## src/rtl/apb_wait_slave.sv

```systemverilog
// APB completer with a 16-word register bank, programmable wait states,
// a read-only completed-transfer counter and PSLVERR on bad accesses.
module apb_wait_slave #(
  parameter logic [31:0] BASE_ADDR    = 32'h0000_0000,
  parameter logic [3:0]  WAIT_DEFAULT = 4'd2
) (
  input  logic        Pclk,
  input  logic        Preset,
  input  logic        Psel,
  input  logic        Penable,
  input  logic        Pwrite,
  input  logic [31:0] Paddr,
  input  logic [31:0] Pwdata,
  output logic [31:0] Prdata,
  output logic        Pready,
  output logic        Pslverr
);

  localparam logic [3:0] IDX_XFER_CNT = 4'd14;
  localparam logic [3:0] IDX_WAIT_CFG = 4'd15;

  // The bus SETUP cycle is the cycle spent in S_IDLE seeing Psel && !Penable;
  // leaving it straight into S_ACCESS yields the W+2 cycle transfer.
  typedef enum logic [1:0] {
    S_IDLE   = 2'd0,
    S_ACCESS = 2'd1
  } state_t;

  state_t      r_state;
  state_t      w_state_nxt;
  logic [3:0]  r_cnt;
  logic [3:0]  w_cnt_nxt;
  logic [31:0] r_regs [0:13];
  logic [31:0] r_xfer_cnt;
  logic [3:0]  r_wait;

  logic        w_in_range;
  logic [3:0]  w_idx;
  logic        w_err;
  logic        w_pready;
  logic [31:0] w_rd_mux;

  assign w_in_range = (Paddr[31:6] == BASE_ADDR[31:6]);
  assign w_idx      = Paddr[5:2];
  assign w_err      = !w_in_range || (Pwrite && (w_idx == IDX_XFER_CNT));

  // NOTE: every signal written in always_comb gets a default first, so no
  // path through the block leaves it unassigned and infers a latch.
  always_comb begin
    w_state_nxt = r_state;
    w_cnt_nxt   = r_cnt;
    unique case (r_state)
      S_IDLE: begin
        // Penable without a preceding setup phase is ignored here.
        if (Psel && !Penable) begin
          w_state_nxt = S_ACCESS;
          w_cnt_nxt   = r_wait;
        end
      end
      S_ACCESS: begin
        if (!Psel) begin
          w_state_nxt = S_IDLE;
        end else if (Penable) begin
          if (r_cnt != 4'd0) w_cnt_nxt = r_cnt - 4'd1;
          else               w_state_nxt = S_IDLE;
        end
      end
      default: w_state_nxt = S_IDLE;
    endcase

    w_pready = !Preset && (r_state == S_ACCESS) && (r_cnt == 4'd0) && Psel && Penable;

    w_rd_mux = 32'd0;
    if (w_idx == IDX_XFER_CNT)      w_rd_mux = r_xfer_cnt;
    else if (w_idx == IDX_WAIT_CFG) w_rd_mux = {28'd0, r_wait};
    else                            w_rd_mux = r_regs[w_idx];

    Pready  = w_pready;
    Pslverr = w_pready && w_err;
    Prdata  = (w_pready && !Pwrite && !w_err) ? w_rd_mux : 32'd0;
  end

  // NOTE: sequential state uses non-blocking assignments so every flop
  // samples pre-edge values regardless of statement order.
  always_ff @(posedge Pclk) begin
    if (Preset) begin
      r_state    <= S_IDLE;
      r_cnt      <= 4'd0;
      r_xfer_cnt <= 32'd0;
      r_wait     <= WAIT_DEFAULT;
      // NOTE: the bank is small and its reset value is architecturally
      // visible, so it is cleared like ordinary flops rather than left as RAM.
      for (int i = 0; i < 14; i++) r_regs[i] <= 32'd0;
    end else begin
      r_state <= w_state_nxt;
      r_cnt   <= w_cnt_nxt;
      if (w_pready) begin
        r_xfer_cnt <= r_xfer_cnt + 32'd1;
        if (Pwrite && !w_err) begin
          if (w_idx == IDX_WAIT_CFG) r_wait         <= Pwdata[3:0];
          else                       r_regs[w_idx]  <= Pwdata;
        end
      end
    end
  end

endmodule

```

## config.mk

```make
export PLATFORM = sky130hd
export DESIGN_NAME = apb_wait_slave
export DESIGN_NICKNAME = d
export VERILOG_FILES = /design/src/rtl/apb_wait_slave.sv
export SDC_FILE = /design/constraint.sdc
export NUM_CORES = 1
export LEC_CHECK = 0
export CAP_MARGIN = 10
export CORE_MARGIN = 5
export CORE_UTILIZATION = 55
export CTS_BUF_LIST = sky130_fd_sc_hd__clkbuf_8
export CTS_CLUSTER_DIAMETER = 100
export DETAILED_ROUTE_END_ITERATION = 10
export PLACE_DENSITY = 0.73
export RECOVER_POWER = 50
export SETUP_SLACK_MARGIN = 0.05
export SYNTH_ARGS = -nofsm -noshare
export SYNTH_HDL_FRONTEND = slang
export SYNTH_SLANG_ARGS = --single-unit
```

## constraint.sdc

```tcl
create_clock -name Pclk -period 6.4 [get_ports Pclk]
set_input_delay 0.64 -clock Pclk [delete_from_list [all_inputs] [get_ports Pclk]]
set_output_delay 0.64 -clock Pclk [all_outputs]
set_load 0.01 [all_outputs]
```

==> results of run 1 <==
registers in the layout, indices dropped and copies added, names as in the netlist:
name        flops
r_xfer_cnt     32
r_wait          4
r_state         1
r_regs        456
r_cnt           4
worst paths after layout:
| check | startpoint | endpoint | slack [ns] | cells past startpoint |
|---|---|---|---|---|
| worst max-delay path | Paddr[3] | r_regs[13][17]$_SDFFCE_PN0P_ | 1.13 | 6 |
| worst min-delay path | r_xfer_cnt[18]$_SDFFE_PP0N_ | r_xfer_cnt[18]$_SDFFE_PP0N_ | 0.50 | 2 |
| worst max register to register | r_cnt[0]$_SDFFE_PP0P_ | r_regs[13][17]$_SDFFCE_PN0P_ | 1.83 | 9 |
| worst min register to register | r_xfer_cnt[18]$_SDFFE_PP0N_ | r_xfer_cnt[18]$_SDFFE_PP0N_ | 0.50 | 2 |
area by class of cell:
class	count	area [µm²]
Fill cell	3259	16000
Multi-Input combinational cell	1103	7760
Clock buffer	84	1160
Sequential cell	497	14500
Clock inverter	64	279
Inverter	73	274
Timing Repair Buffer	134	1230
Tap cell	539	674
Antenna cell	1	2.50
metrics by stage:
step           area, µm²  instances  hold slack (ns)  worst slack, ns
3_5_place_dp       24500       2345            0.494             1.82
4_1_cts            25900       2493            0.502             1.85
3_3_place_gp       24500       2345            0.480             1.85
2_1_floorplan      23200       1855            0.460             2.40
6_report           25900       2495            0.500             1.13
5_1_grt            25900       2494            0.522            0.900
layer usage:
layer | track usage, % | part of all wire, % | up-vias | wire length (µm)
li1 | - | - | 7230 | -
met1 | 38.4 | 39 | 8165 | 24700
met2 | 42.8 | 47 | 1057 | 30300
met3 | 5.98 | 11 | 150 | 7080
met4 | 9.41 | 3.1 | 0 | 1960
met5 | 0 | 0 | - | 0
placed cells by master, fill, tap and decap left out, types with 26 or more instances in the layout:
cell             count
edfxtp_1           456
nor3_1             325
nor2_1             118
nand2_1            113
inv_1              108
clkdlybuf4s50_1     90
mux4_2              85
clkbuf_8            84
a21oi_1             64
mux2i_1             59
nor4_1              50
dfxtp_1             41
a22oi_1             36
o221ai_1            28
o211ai_1            28
nand3_1             26
power by group through the flow:
stage	logic (mW)	registers (mW)	clock network, mW
after floorplan	0.327	3.73	0
after global placement	0.520	3.74	0
after detailed placement	0.528	3.75	0
after CTS	0.530	3.68	2.50
after global routing	0.566	3.69	2.65
final	0.533	3.68	2.48
worst register-to-register path: stages (launching register included):
cell      delay, ns
dfxtp_1        0.38
inv_1          0.09
ha_1           0.21
nor3b_1        0.14
clkbuf_1       0.22
nand2_1        0.18
clkinv_1       0.20
nand4_1        0.25
clkbuf_1       2.31
nor3_1         0.20
logic make-up (layout without fill, tap and decap cells):
family | after synthesis | after routing | synth area share (%)
and+or+nand+nor | 715 | 715 | 15.1
DFF | 497 | 497 | 62.6
buffers and inverters | 255 | 355 | 4.25
AOI/OAI and AO/OA | 219 | 219 | 6.48
muxes | 151 | 151 | 11.1
xor gates and xnor gates | 7 | 7 | 0.265
adders and majority gates | 3 | 3 | 0.162
other | 1 | 9 | 0.0162
==> results_dict.tcl, run 1 <==
set metrics [dict create \
    gp_congestion 0.845 \
    ant_nets 0 \
    die_h_um 215 \
    seq_power_share_pct 55.0 \
    crit_family "buffers and inverters" \
    grt_pass1_vias 16500 \
    drt-total-wl_mm 64.0 \
    dpl.hpwl_mm 36.0 \
    hold_viol_final 0 \
    max_freq_mhz 190 \
    slowest_delay_ns 2.31 \
    critPathMaxFanout 77 \
    vias 16600 \
    drive_gt1_share_pct 12.2 \
    die_area_mm2 0.0463 \
    start_util_pct 55.4 \
    p_total_mw 6.70 \
    yosys-top-cells-area "edfxtp_1, mux4_2, nor3_1" \
    wl_per_cell_um 25.7 \
    synth_common_cells "edfxtp_1, nor3_1, clkbuf_1, nor2_1, nand2_1" \
    violations "capacitance limit, slew limit" \
    numCtsBuffers 81 \
    synth_edf_count 456 \
    synth_top_cell_area_share_pct 59.1 \
    clkTransAtPathRegs_ns 0.06 \
    cts_sinks 497 \
    rsz0062_at_grt "no" \
    period_minus_slack_ns 5.27 \
    synthCells 1848 \
    cp.required_ns 6.64 \
    cts_tree "yes" \
    grt_max_degree 226 \
    clkLatencyLatePin_ns 0.65 \
    die_w_um 215 \
    gr-total-overflow 0 \
    area_growth_pct 11.7 \
    clock_path_buffers 3 \
    slowest_stage "clkbuf_1" \
    power_density_mw_per_mm2 259 \
    period_share_pct 82.4 \
    path_buf_inv 2 \
    htreeDepth 3 \
    drv_cap 6 \
    synth_flop_cell "edfxtp_1" \
    drt_iter0_markers 2171 \
    crit_type "input pin to register" \
    fin_nets 1962 \
    yosys_warnings 0 \
    path_cells "clkbuf_4 > nand2b_1 > nor2_1 > nand4_1 > clkbuf_1 > nor3_1" \
    synth_area_leader_cell "edfxtp_1" \
    relSlewSlack_pct -118 \
    grt_pass1_wl_mm 97.8 \
    yosysUniqueCellTypes 50 \
    ctsHoldBuffers 0 \
    setup_violations 0 \
    dr.pass1.iters 7 \
    row_count 75 \
    p_clk_share_pct 37.0 \
    worst_pin_slew_ns 3.27 \
    power_frac_comb_pct 8.0 \
    cp_data_arrival_time_ns 5.52 \
    leakage_nw 8.36 \
    cts_setup_buffers 0 \
    postSynthRegisterBits 497 \
    intPower_mw 5.05 \
    core_mm2 0.0419 \
    drc 0 \
    root_buffer "clkbuf_8" \
    crit_path_start_kind "input pin" \
    tns_ns 0 \
    final_max_slew_viol_count 628 \
    pin_count 103 \
    outcome "finished, violations left" \
    final_core_util_pct 61.9 \
    ir_drop_uv 175 \
    p_sw_mw 1.64 \
    seq_area_frac_synth_pct 62.6 \
    fin_skew_ns 0.0257 \
    synth_area_mm2 0.0232 \
    crit_path_end_kind "register" \
    viasPerCell 6.65 \
    grtUsageTotal_pct 27.3 \
    cts_resized 0 \
    min-delay-path-class "register to register" \
    async_flop_share_pct 0 \
    swShare_pct 24.5 \
    numPortBuffers 100 \
    synth.most_common_cell "edfxtp_1" \
    antenna_found_initial 1 \
    syn_area_per_cell_um2 12.5 \
]
No activity file was read; power rests on OpenSTA's default activity.
==> run 2, diff against run 1 <==
- clock period: 6.4 -> 5.3 ns (I/O delays scaled with it)
==> run 2 against run 1 <==
The flow still finishes with violations (capacitance limit, slew limit). Core utilization rose by 0.46 points. Sequential power up 21%. Power up 24%. Clock power grew 30%.
==> results_dict.tcl, run 2 (synthesis results as in run 1) <==
set metrics [dict create \
    outcome "finished, violations left" \
    violations "capacitance limit, slew limit" \
    period_minus_slack_ns 5.01 \
    p_total_mw 8.32 \
    largest_reg_flops 456 \
    crit_path_start_kind "input pin" \
    htreeDepth 3 \
    pin_count 103 \
    met2_usage_pct 44.2 \
    power_density_mw_per_mm2 319 \
    die_h_um 215 \
    drv_cap 8 \
    top_regs "r_regs x456, r_xfer_cnt x32" \
    drt-total-wl_mm 64.6 \
    cp_common_cell "nor2_1" \
    hold_viol_final 0 \
    ant_nets 0 \
    vias 16700 \
    max_freq_mhz 200 \
    tns_ns 0 \
    root_buffer "clkbuf_8" \
    cts_sinks 497 \
    met3_usage_pct 7.35 \
    drc 0 \
    path_cells "clkbuf_4 > nand2b_1 > nor2_1 > nand4_1 > buf_2 > nor2_1" \
    num_antenna_cells 0 \
    grtUsageTotal_pct 27.5 \
    crit_path_end_kind "register" \
    numPortBuffers 100 \
    slowest_stage "buf_2" \
    crit_type "input pin to register" \
    cp_data_arrival_time_ns 5.27 \
    gr-total-overflow 0 \
    cts_tree "yes" \
    grt_pass1_wl_mm 98.4 \
    final_max_slew_viol_count 562 \
    slowest_delay_ns 2.05 \
    layout_commonest_cell "edfxtp_1" \
    clkTransAtPathRegs_ns 0.06 \
    clock_path_buffers 3 \
    die_w_um 215 \
    ir_drop_uv 250 \
    grt_pass1_vias 16600 \
    period_share_pct 94.5 \
    path_buf_inv 2 \
    setup_violations 0 \
    ctsHoldBuffers 0 \
    relSlewSlack_pct -106 \
    drt_iter0_markers 2269 \
    wl_per_cell_um 25.8 \
    numCtsBuffers 81 \
    final_cell_count_no_fill 2501 \
    start_util_pct 55.4 \
    clkLatencyLatePin_ns 0.65 \
    busiest_layer "met2" \
    fin_skew_ns 0.0204 \
    final_cell_mix "edfxtp_1, nor3_1, nor2_1" \
    gp_congestion 0.816 \
    cts_setup_buffers 0 \
    top_register "r_regs" \
    cp.required_ns 5.56 \
    antenna_found_initial 0 \
    grt_max_degree 128 \
    die_area_mm2 0.0463 \
    viasPerCell 6.69 \
    fillers 3216 \
    row_count 75 \
    critPathMaxFanout 127 \
    core_mm2 0.0419 \
    met1_usage_pct 37.3 \
    holdWs_ns 0.500 \
    crit_family "buffers and inverters" \
    dpl.hpwl_mm 38.0 \
    min-delay-path-class "register to register" \
    dr.pass1.iters 6 \
    leakage_nw 8.45 \
    stdcell_area_mm2 0.0261 \
    cts_resized 0 \
    placedCellCount 2359 \
    final_core_util_pct 62.3 \
    worst_pin_slew_ns 3.09 \
    dp_slack_ns 1.28 \
    rsz0062_at_grt "no" \
    drive_gt1_share_pct 12.7 \
    fin_nets 1975 \
    worst_slack_ns 0.291 \
    area_growth_pct 12.5 \
    dpl-instance-area_mm2 0.0246 \
]
-- run 2: cell types whose count changed in the layout (fill, tap and decap cells not counted), moves of 3 or more --
| cell | before | now |
|---|---|---|
| clkbuf_1 | 5 | 9 |
| buf_4 | 24 | 35 |
| clkbuf_8 | 84 | 90 |
| clkinv_1 | 16 | 11 |
| bufinv_16 | 0 | 3 |
| clkinv_2 | 8 | 1 |
| inv_1 | 108 | 104 |
-- run 2: final cells by class --
cell class / instances / area (µm²) / area share [%]
timing repair buffer: 147 / 1300 / 4.97
clock buffer: 90 / 1240 / 4.75
clock inverter: 52 / 323 / 1.24
sequential: 497 / 14500 / 55.6
inverter: 73 / 274 / 1.05
tap: 539 / 674 / 2.59
multi-input combinational: 1103 / 7760 / 29.8
-- run 2: routing by layer --
layer  up-vias  wire, µm
met5         -         0
li1       7254         -
met1      8249     24600
met4         0      1820
met3       143      7020
met2      1095     31200
-- run 2: path summary, 6_finish.rpt --
check | from | to | slack [ns] | cells after the start
setup / recovery | Paddr[3] | r_regs[9][1]$_SDFFCE_PN0P_ | 0.29 | 6
hold / removal | r_xfer_cnt[22]$_SDFFE_PP0N_ | r_xfer_cnt[22]$_SDFFE_PP0N_ | 0.50 | 2
setup reg to reg | r_cnt[0]$_SDFFE_PP0P_ | r_regs[8][6]$_SDFFCE_PN0P_ | 0.66 | 8
hold reg to reg | r_xfer_cnt[22]$_SDFFE_PP0N_ | r_xfer_cnt[22]$_SDFFE_PP0N_ | 0.50 | 2
-- run 2: tightest hold or removal path: cells and delay by family (launching register included) --
kind | cells | cell delay (ns)
flip-flops | 1 | 0.33
AO/OA/AOI/OAI | 2 | 0.13
-- run 2: power by group --
| part | internal (mW) | switching (mW) |
|---|---|---|
| registers | 4.41 | 0.0399 |
| clock network | 1.71 | 1.52 |
| logic | 0.221 | 0.425 |
| total | 6.34 | 1.98 |
==> run 3, diff against run 2 <==
- GPL_ROUTABILITY_DRIVEN: unset -> 0
==> results of run 3 <==
No change in the layout: final DEF, timing and power equal those of run 2.
